<file path="src/rtl/serial_nibble_deserializer.sv">
// serial_nibble_deserializer: MSB-first serial-to-word deserializer with output FIFO; even parity check when SERIAL_DESER_PARITY_EN is defined
module serial_nibble_deserializer #(
  parameter int WIDTH = 8,
  parameter int FIFO_DEPTH = 4
) (
  input  logic             clk,
  input  logic             reset,
  input  logic             start,
  input  logic             serial_in,
  output logic [WIDTH-1:0] data_out,
  output logic             data_valid,
  input  logic             data_ready,
  output logic             busy,
  output logic             overflow,
  output logic             parity_err,
  output logic [7:0]       frame_count
);
  localparam int CW = $clog2(WIDTH + 1);
  localparam int AW = $clog2(FIFO_DEPTH);
`ifdef SERIAL_DESER_PARITY_EN
  typedef enum logic [1:0] {IDLE, SHIFT, PARITY} state_t;
`else
  typedef enum logic [1:0] {IDLE, SHIFT} state_t;
`endif
  state_t           state, state_nx;
  logic [WIDTH-1:0] sr, sr_nx, push_word;
  logic [WIDTH:0]   ext;
  logic [CW-1:0]    cnt, cnt_nx;
  logic             take, bits_done, push, perr_set;
  always_comb begin
    take = start || state == SHIFT;
    ext = {sr, serial_in};
    sr_nx = start ? WIDTH'(serial_in) : take ? ext[WIDTH-1:0] : sr;
    cnt_nx = start ? CW'(1) : take ? cnt + CW'(1) : cnt;
    bits_done = take && cnt_nx == CW'(WIDTH);
`ifdef SERIAL_DESER_PARITY_EN
    state_nx = bits_done ? PARITY : take ? SHIFT : IDLE;
    push = state == PARITY && !start && !(^ext);
    perr_set = state == PARITY && !start && (^ext);
    push_word = sr;
`else
    state_nx = bits_done ? IDLE : take ? SHIFT : IDLE;
    push = bits_done;
    perr_set = 1'b0;
    push_word = sr_nx;
`endif
  end
  always_ff @(posedge clk)
    if (!reset) begin
      state <= IDLE;
      sr <= '0;
      cnt <= '0;
    end else begin
      state <= state_nx;
      sr <= sr_nx;
      cnt <= cnt_nx;
    end
  logic [WIDTH-1:0] mem [FIFO_DEPTH];
  logic [AW-1:0]    wp, rp;
  logic [AW:0]      count;
  logic             full, pop, wr;
  // a pop on a full FIFO frees the slot the same-cycle push needs
  always_comb begin
    full = count == (AW+1)'(FIFO_DEPTH);
    pop = data_valid && data_ready;
    wr = push && (!full || pop);
  end
  always_ff @(posedge clk)
    if (!reset) begin
      for (int i = 0; i < FIFO_DEPTH; i++) mem[i] <= '0;
      wp <= '0;
      rp <= '0;
      count <= '0;
      overflow <= 1'b0;
      parity_err <= 1'b0;
      frame_count <= '0;
    end else begin
      if (wr) begin
        mem[wp] <= push_word;
        wp <= wp + AW'(1);
        frame_count <= frame_count + 8'd1;
      end
      if (pop) rp <= rp + AW'(1);
      count <= count + (AW+1)'(wr) - (AW+1)'(pop);
      if (push && !wr) overflow <= 1'b1;
      if (perr_set) parity_err <= 1'b1;
    end
  assign data_out = mem[rp];
  assign data_valid = count != '0;
  assign busy = state != IDLE;
endmodule

</file>
<file path="config.mk">
export PLATFORM = sky130hd
export DESIGN_NAME = serial_nibble_deserializer
export DESIGN_NICKNAME = d
export VERILOG_FILES = /design/src/rtl/serial_nibble_deserializer.sv
export SDC_FILE = /design/constraint.sdc
export NUM_CORES = 1
export LEC_CHECK = 0
export ABC_AREA = 1
export BUFFER_PORTS_ARGS = -buffer_cell sky130_fd_sc_hd__clkbuf_2
export CAP_MARGIN = 10
export CELL_PAD_IN_SITES_DETAIL_PLACEMENT = 1
export CELL_PAD_IN_SITES_GLOBAL_PLACEMENT = 2
export CORE_MARGIN = 4
export CORE_UTILIZATION = 30
export CTS_BUF_LIST = sky130_fd_sc_hd__clkbuf_2
export DETAILED_ROUTE_END_ITERATION = 7
export HOLD_SLACK_MARGIN = 0.06
export PLACE_DENSITY = 0.77
export SYNTH_ARGS = -nofsm -noshare
export SYNTH_HDL_FRONTEND = slang
export SYNTH_SLANG_ARGS = --single-unit
</file>
<file path="constraint.sdc">
create_clock -name clk -period 3.4 [get_ports clk]
set_input_delay 0.17 -clock clk [delete_from_list [all_inputs] [get_ports clk]]
set_output_delay 0.17 -clock clk [all_outputs]
set_load 0.005 [all_outputs]
</file>
== Yosys cells after proc, flatten, opt, wreduce, memory -nomap -nowiden ==
Memories as Yosys holds them, arrays and structs flattened. A register that Yosys moved wholly into a read port is not among the register bits.
Index checks and enable logic that the tools add are counted.

* Bits in registers: 30
* Bits in writable memories: 32
* Output and inout port bits: 20
* Logic and storage cells: 45
* Memories kept: 1

* Add/sub/neg operators: 6
* Eq/ne operators: 3
* Multiplexer cells: 14
* Bitwise operators: 1
* Reduce and logical (&&, ||, !) cells: 12

{| class="wikitable"
|+ Memories
! memory !! words !! width !! rd ports !! clocked after Yosys merged registers in !! write ports !! line !! source
|-
| mem || 4 || 8 || 1 || 1 || 4 || 58 || <nowiki>logic [WIDTH-1:0] mem [FIFO_DEPTH];</nowiki>
|}

{| class="wikitable"
|+ Operators by type and width
! kind !! number
|-
| two-way mux 8 bit || 3
|-
| adder 8 x 1 -> 8 bit (second input constant) || 1
|-
| two-way mux 4 bit || 2
|-
| OR reduction 8 bit || 1
|-
| two-way mux 1 bit || 6
|-
| two-way mux 2 bit || 3
|-
| adder 2 x 1 -> 2 bit (second input constant) || 2
|-
| adder 4 x 1 -> 4 bit (second input constant) || 1
|-
| == test 4 bit (second input constant) || 1
|-
| logical AND 1 bit || 4
|-
| adder 3 x 1 -> 3 bit || 1
|-
| == test 3 bit (second input constant) || 1
|-
| nonzero test 3 bit || 1
|-
| subtractor 3 x 1 -> 3 bit || 1
|-
| == test 2 x 1 -> 1 bit (second input constant) || 1
|-
| zero test 1 bit || 2
|-
| logical OR 1 bit || 2
|-
| nonzero test 2 bit || 1
|-
| OR reduction 2 bit || 1
|-
| inverter 1 bit || 1
|}

== Logic depth before layout (Yosys ltp) ==
* Word-level depth: 12
* Depth in mapped cells: 14
* Mapped depth without buffers: 13

== Least setup slack after synthesis ==
No wires, ideal clock.

* Path kind: register to register
* Start: reg cnt[0]
* End: reg count[2]
* Library setup time: 0.131 ns
* Arrival: 2.335 ns
* Path slack: 0.934 ns
* Cell stages (with the launch flop): 13
* Path buffers: 1
* Clock period less this slack: 2.466 ns
* Cells stage by stage: dfxtp_1 ha_1 nor3_2 nand2_2 nor2_8 nand2_2 buf_4 ha_1 inv_1 ha_1 fa_1 xnor2_1 nor2_1

* Cells in the longest elaborated chain, start to end: 8

{| class="wikitable"
|+ Ends and longest elaborated chain
! what !! line !! source
|-
| from (decl) || 28 || <nowiki>logic [CW-1:0] cnt, cnt_nx;</nowiki>
|-
| from (signal assigned) || 56 || <nowiki>cnt <= cnt_nx;</nowiki>
|-
| adder 4 x 1 -> 4 bit || 34 || <nowiki>cnt_nx = start ? CW'(1) : take ? cnt + CW'(1) : cnt;</nowiki>
|-
| two-way mux 4 bit * (2 in a row) || 34 ||
|-
| == test 4 bit * || 35 || <nowiki>bits_done = take && cnt_nx == CW'(WIDTH);</nowiki>
|-
| logical AND 1 bit * || 35 ||
|-
| logical AND 1 bit * || 66 || <nowiki>wr = push && (!full || pop);</nowiki>
|-
| adder 3 x 1 -> 3 bit * || 84 || <nowiki>count <= count + (AW+1)'(wr) - (AW+1)'(pop);</nowiki>
|-
| subtractor 3 x 1 -> 3 bit * || 84 ||
|-
| to (signal assigned) || 84 ||
|-
| to (decl) || 60 || <nowiki>logic [AW:0] count;</nowiki>
|}

Mark *: on every way between the ends. The rest lies on a longest branch, timed or not.
A chain may end at the register's enable or synchronous reset.

== Worst setup path in the final report ==
* Start: reg state[0]
* End: reg count[2]

* Cells in the longest elaborated chain, start to end: 9

{| class="wikitable"
|+ Ends and longest elaborated chain
! what !! line !! source
|-
| from (decl) || 25 || <nowiki>state_t state, state_nx;</nowiki>
|-
| from (signal assigned) || 54 || <nowiki>state <= state_nx;</nowiki>
|-
| == test 2 x 1 -> 1 bit * || 31 || <nowiki>take = start || state == SHIFT;</nowiki>
|-
| logical OR 1 bit * || 31 ||
|-
| two-way mux 4 bit (2 in a row) || 34 ||
|-
| == test 4 bit || 35 ||
|-
| logical AND 1 bit * || 35 ||
|-
| logical AND 1 bit * || 66 ||
|-
| adder 3 x 1 -> 3 bit * || 84 ||
|-
| subtractor 3 x 1 -> 3 bit * || 84 ||
|}

Marks and branches as above.

==> metrics <==
register area share after synthesis=a little over half; Worst Hold End=rp[0]; Req. time, crit path=around 3.8 ns; Starting Density=31.3%; Final Hold Vio Count=0; worst hold stages=4; Core Area=roughly 9400 sq um; clk root buf=clkbuf_2; DRC errors left=0; Pint=~1.1 mW; pin count of the biggest net entering global routing=20; GRT overflow=0; CP endpoint kind=flop; Hold Crit Class=input port to flop; crit path DAT=~3 ns; Tightest Pin Transition=approximately 0.70 ns; count of cell types in the netlist=33; Initial DRT Pass Iterations=5; combinational share of power=about a fifth; vias in the first global route=between 2k and 2.5k; clock network power share=roughly 27%; Most used DFF post-synth=edfxtp_1; Max clock buf depth=2; GRT met2 Usage=about a fifth; row cnt=35; number of diodes=0; gr usage total=about an eighth; Post-synth EDFFs=32; Final nets=354; Yosys warning count=0; Netlist Area Pre-Place=between 2000 and 3000 sq um; Post-synth ARST share=0%; largest cells by area after synthesis=edfxtp_1 (33%), dfxtp_1 (21%), nand2_1 (6.0%), nor2_1 (4.9%), inv_1 (4.7%); pre-CTS WS=approximately 0.74 ns; clock sink total=between 60 and 70; Peak supply drop=0.254 mV; post-synthesis net count=~320; switching part of the total=a little under a third; Post-Route WL=6.39 mm; Post-synth top cells=nand2_1 (47), nor2_1 (38), inv_1 (37), edfxtp_1 (32), dfxtp_1 (31); Clock Latency Late Sink=0.48 ns; sequential power share=a little over half; min cycle time layout=2.60 ns; WS Path Type=flop to flop; first-pass GRT wire length=11.0 mm; post-route ant nets=0; routability congestion estimate=0.768; met1 Track Usage GR=roughly 16%; crit path max fanout=14; Final period util=about 77%; Psw=0.509 mW; share of layout cells above drive strength 1=20.3%; clock-pin transition on the worst setup and hold timing paths=0.19 ns; chip height=107 um; Max Cap Viol=0; M3 GR Usage=under 10%; area of the multi-input gates=between 1000 and 1500 sq um; PwrDens=around 500 nW/um^2; HP Start=data_ready; TritonCTS clock tree=built; busiest grt layer=met2; reg2reg path depth=11; I/O pins=25; reg-to-reg endpoint=count[2]; R2R Setup Slk=roughly 0.80 ns; largest area contributor in the netlist=edfxtp_1; average size of a mapped cell=9.40 sq um; Worst Setup SP=state[0]; Layout Skew=between 0.03 and 0.04 ns; Mapped Cells=312; Area growth syn-to-layout=13.7%; fin. max-slew vios=0; routed length per instance=13.4 um; H-tree depth=3; Synth top area share=roughly a third; flops & latches, synth=between 60 and 70; post-DR vias/cell=approximately 4.5; port buffer count=23; final setup vio count=0; Fill cells=~1.1k; Fmax=about 380 MHz; Worst R2R Start=state[0]; Storage cell area=approximately 1600 sq um; status=complete, no violations; die area=between 10000 and 15000 sq um; dpl hpwl=4.82 mm; Num CTS Buffers=9; Post-Route Setup TNS=0 ns; RSZ-0062 raised after global routing=false; dominant cell by count in the synthesized netlist=nand2_1; vias=2142; CP startpoint kind=flop; initial DRC count=76; initial antenna violation count=0; Setup WS post-layout=between 0.7 and 0.8 ns; Lkg Pwr=approximately 1.3 nW; max_slew headroom=53.5%; Die W=roughly 110 um
[power groups by stage]
stage	clock network (mW)	logic [mW]	registers, mW
global route	0.511	0.366	0.896
floorplan	0	0.227	0.880
global placement	0	0.308	0.903
finish	0.452	0.316	0.886
CTS	0.469	0.325	0.888
detailed placement	0	0.321	0.904
[worst max-delay path by stage]
stage,to,slack (ns),depth (start not counted)
4_1_cts,count[2],0.75,11
2_1_floorplan,count[2],0.93,12
5_1_grt,count[2],0.51,11
3_3_place_gp,count[2],0.87,11
6_report,count[2],0.80,11
3_5_place_dp,count[2],0.74,11
[critical path, stage by stage (launching register included)]
cell and delay, ns:
dfxtp_1 0.62, nand2_1 0.20, nor3_2 0.18, nand2_2 0.11, nor2_8 0.12, nand2_2 0.16
ha_1 0.33, inv_1 0.04, ha_1 0.19, fa_1 0.38, xnor2_1 0.17, nor2_1 0.05
[layout make-up]
type / instances / share of cell area, %
multi-input combinational: 198 / 33.9
inverter: 39 / 4.39
clock buffer: 11 / 1.65
sequential: 63 / 47.4
clock inverter: 5 / 1.76
tap: 129 / 4.84
timing repair buffer: 33 / 6.00
[sequential cells by signal (all words and copies together) (netlist names), named ones only]
| register | flops |
|---|---|
| cnt | 4 |
| overflow | 1 |
| count | 3 |
| wp | 2 |
| state | 1 |
| rp | 2 |
| mem | 32 |
| frame_count | 8 |
| sr | 8 |
[timing repair]
item,CTS,global route
hold buffers,4,0
gates resized for setup,0,0
endpoints found under the hold margin,5,0
buffers inserted,0,0
[cells by family after synthesis]
kind of cell / share of synthesized area, %
other: 0.128
AOI/OAI and AO/OA: 11.3
adders and majority gates: 2.39
and+or+nand+nor: 22.6
xor gates and xnor gates: 2.09
buffers and inverters: 7.51
DFF: 53.9
[per-layer routing]
layer / vias up / routed length [um]
li1: 1103 / -
met3: 5 / 267
met1: 1002 / 3060
met2: 32 / 3020
met5: - / 0
met4: 0 / 53
[cells in the final DEF, fill, tap and decap left out, drive strengths merged, types with 8 or more instances in the layout]
master	instances
nor3	19
o22ai	8
a21oi	18
inv	38
nand2	51
nand3	18
clkbuf	34
dfxtp	31
nor2	40
edfxtp	32
o21ai	26
[stage by stage]
stage	std cells	utilization [%]	hold slack (ns)	instance area, sq um	power [mW]
floorplan	312	-	0.312	2930	1.11
global placement	458	33.9	0.453	3180	1.21
detailed placement	458	33.9	0.474	3180	1.22
CTS	478	35.6	0.0711	3330	1.68
global route	478	35.6	0.110	3330	1.77
finish	478	35.6	0.116	3330	1.65
No activity file was read; power rests on OpenSTA's default activity.
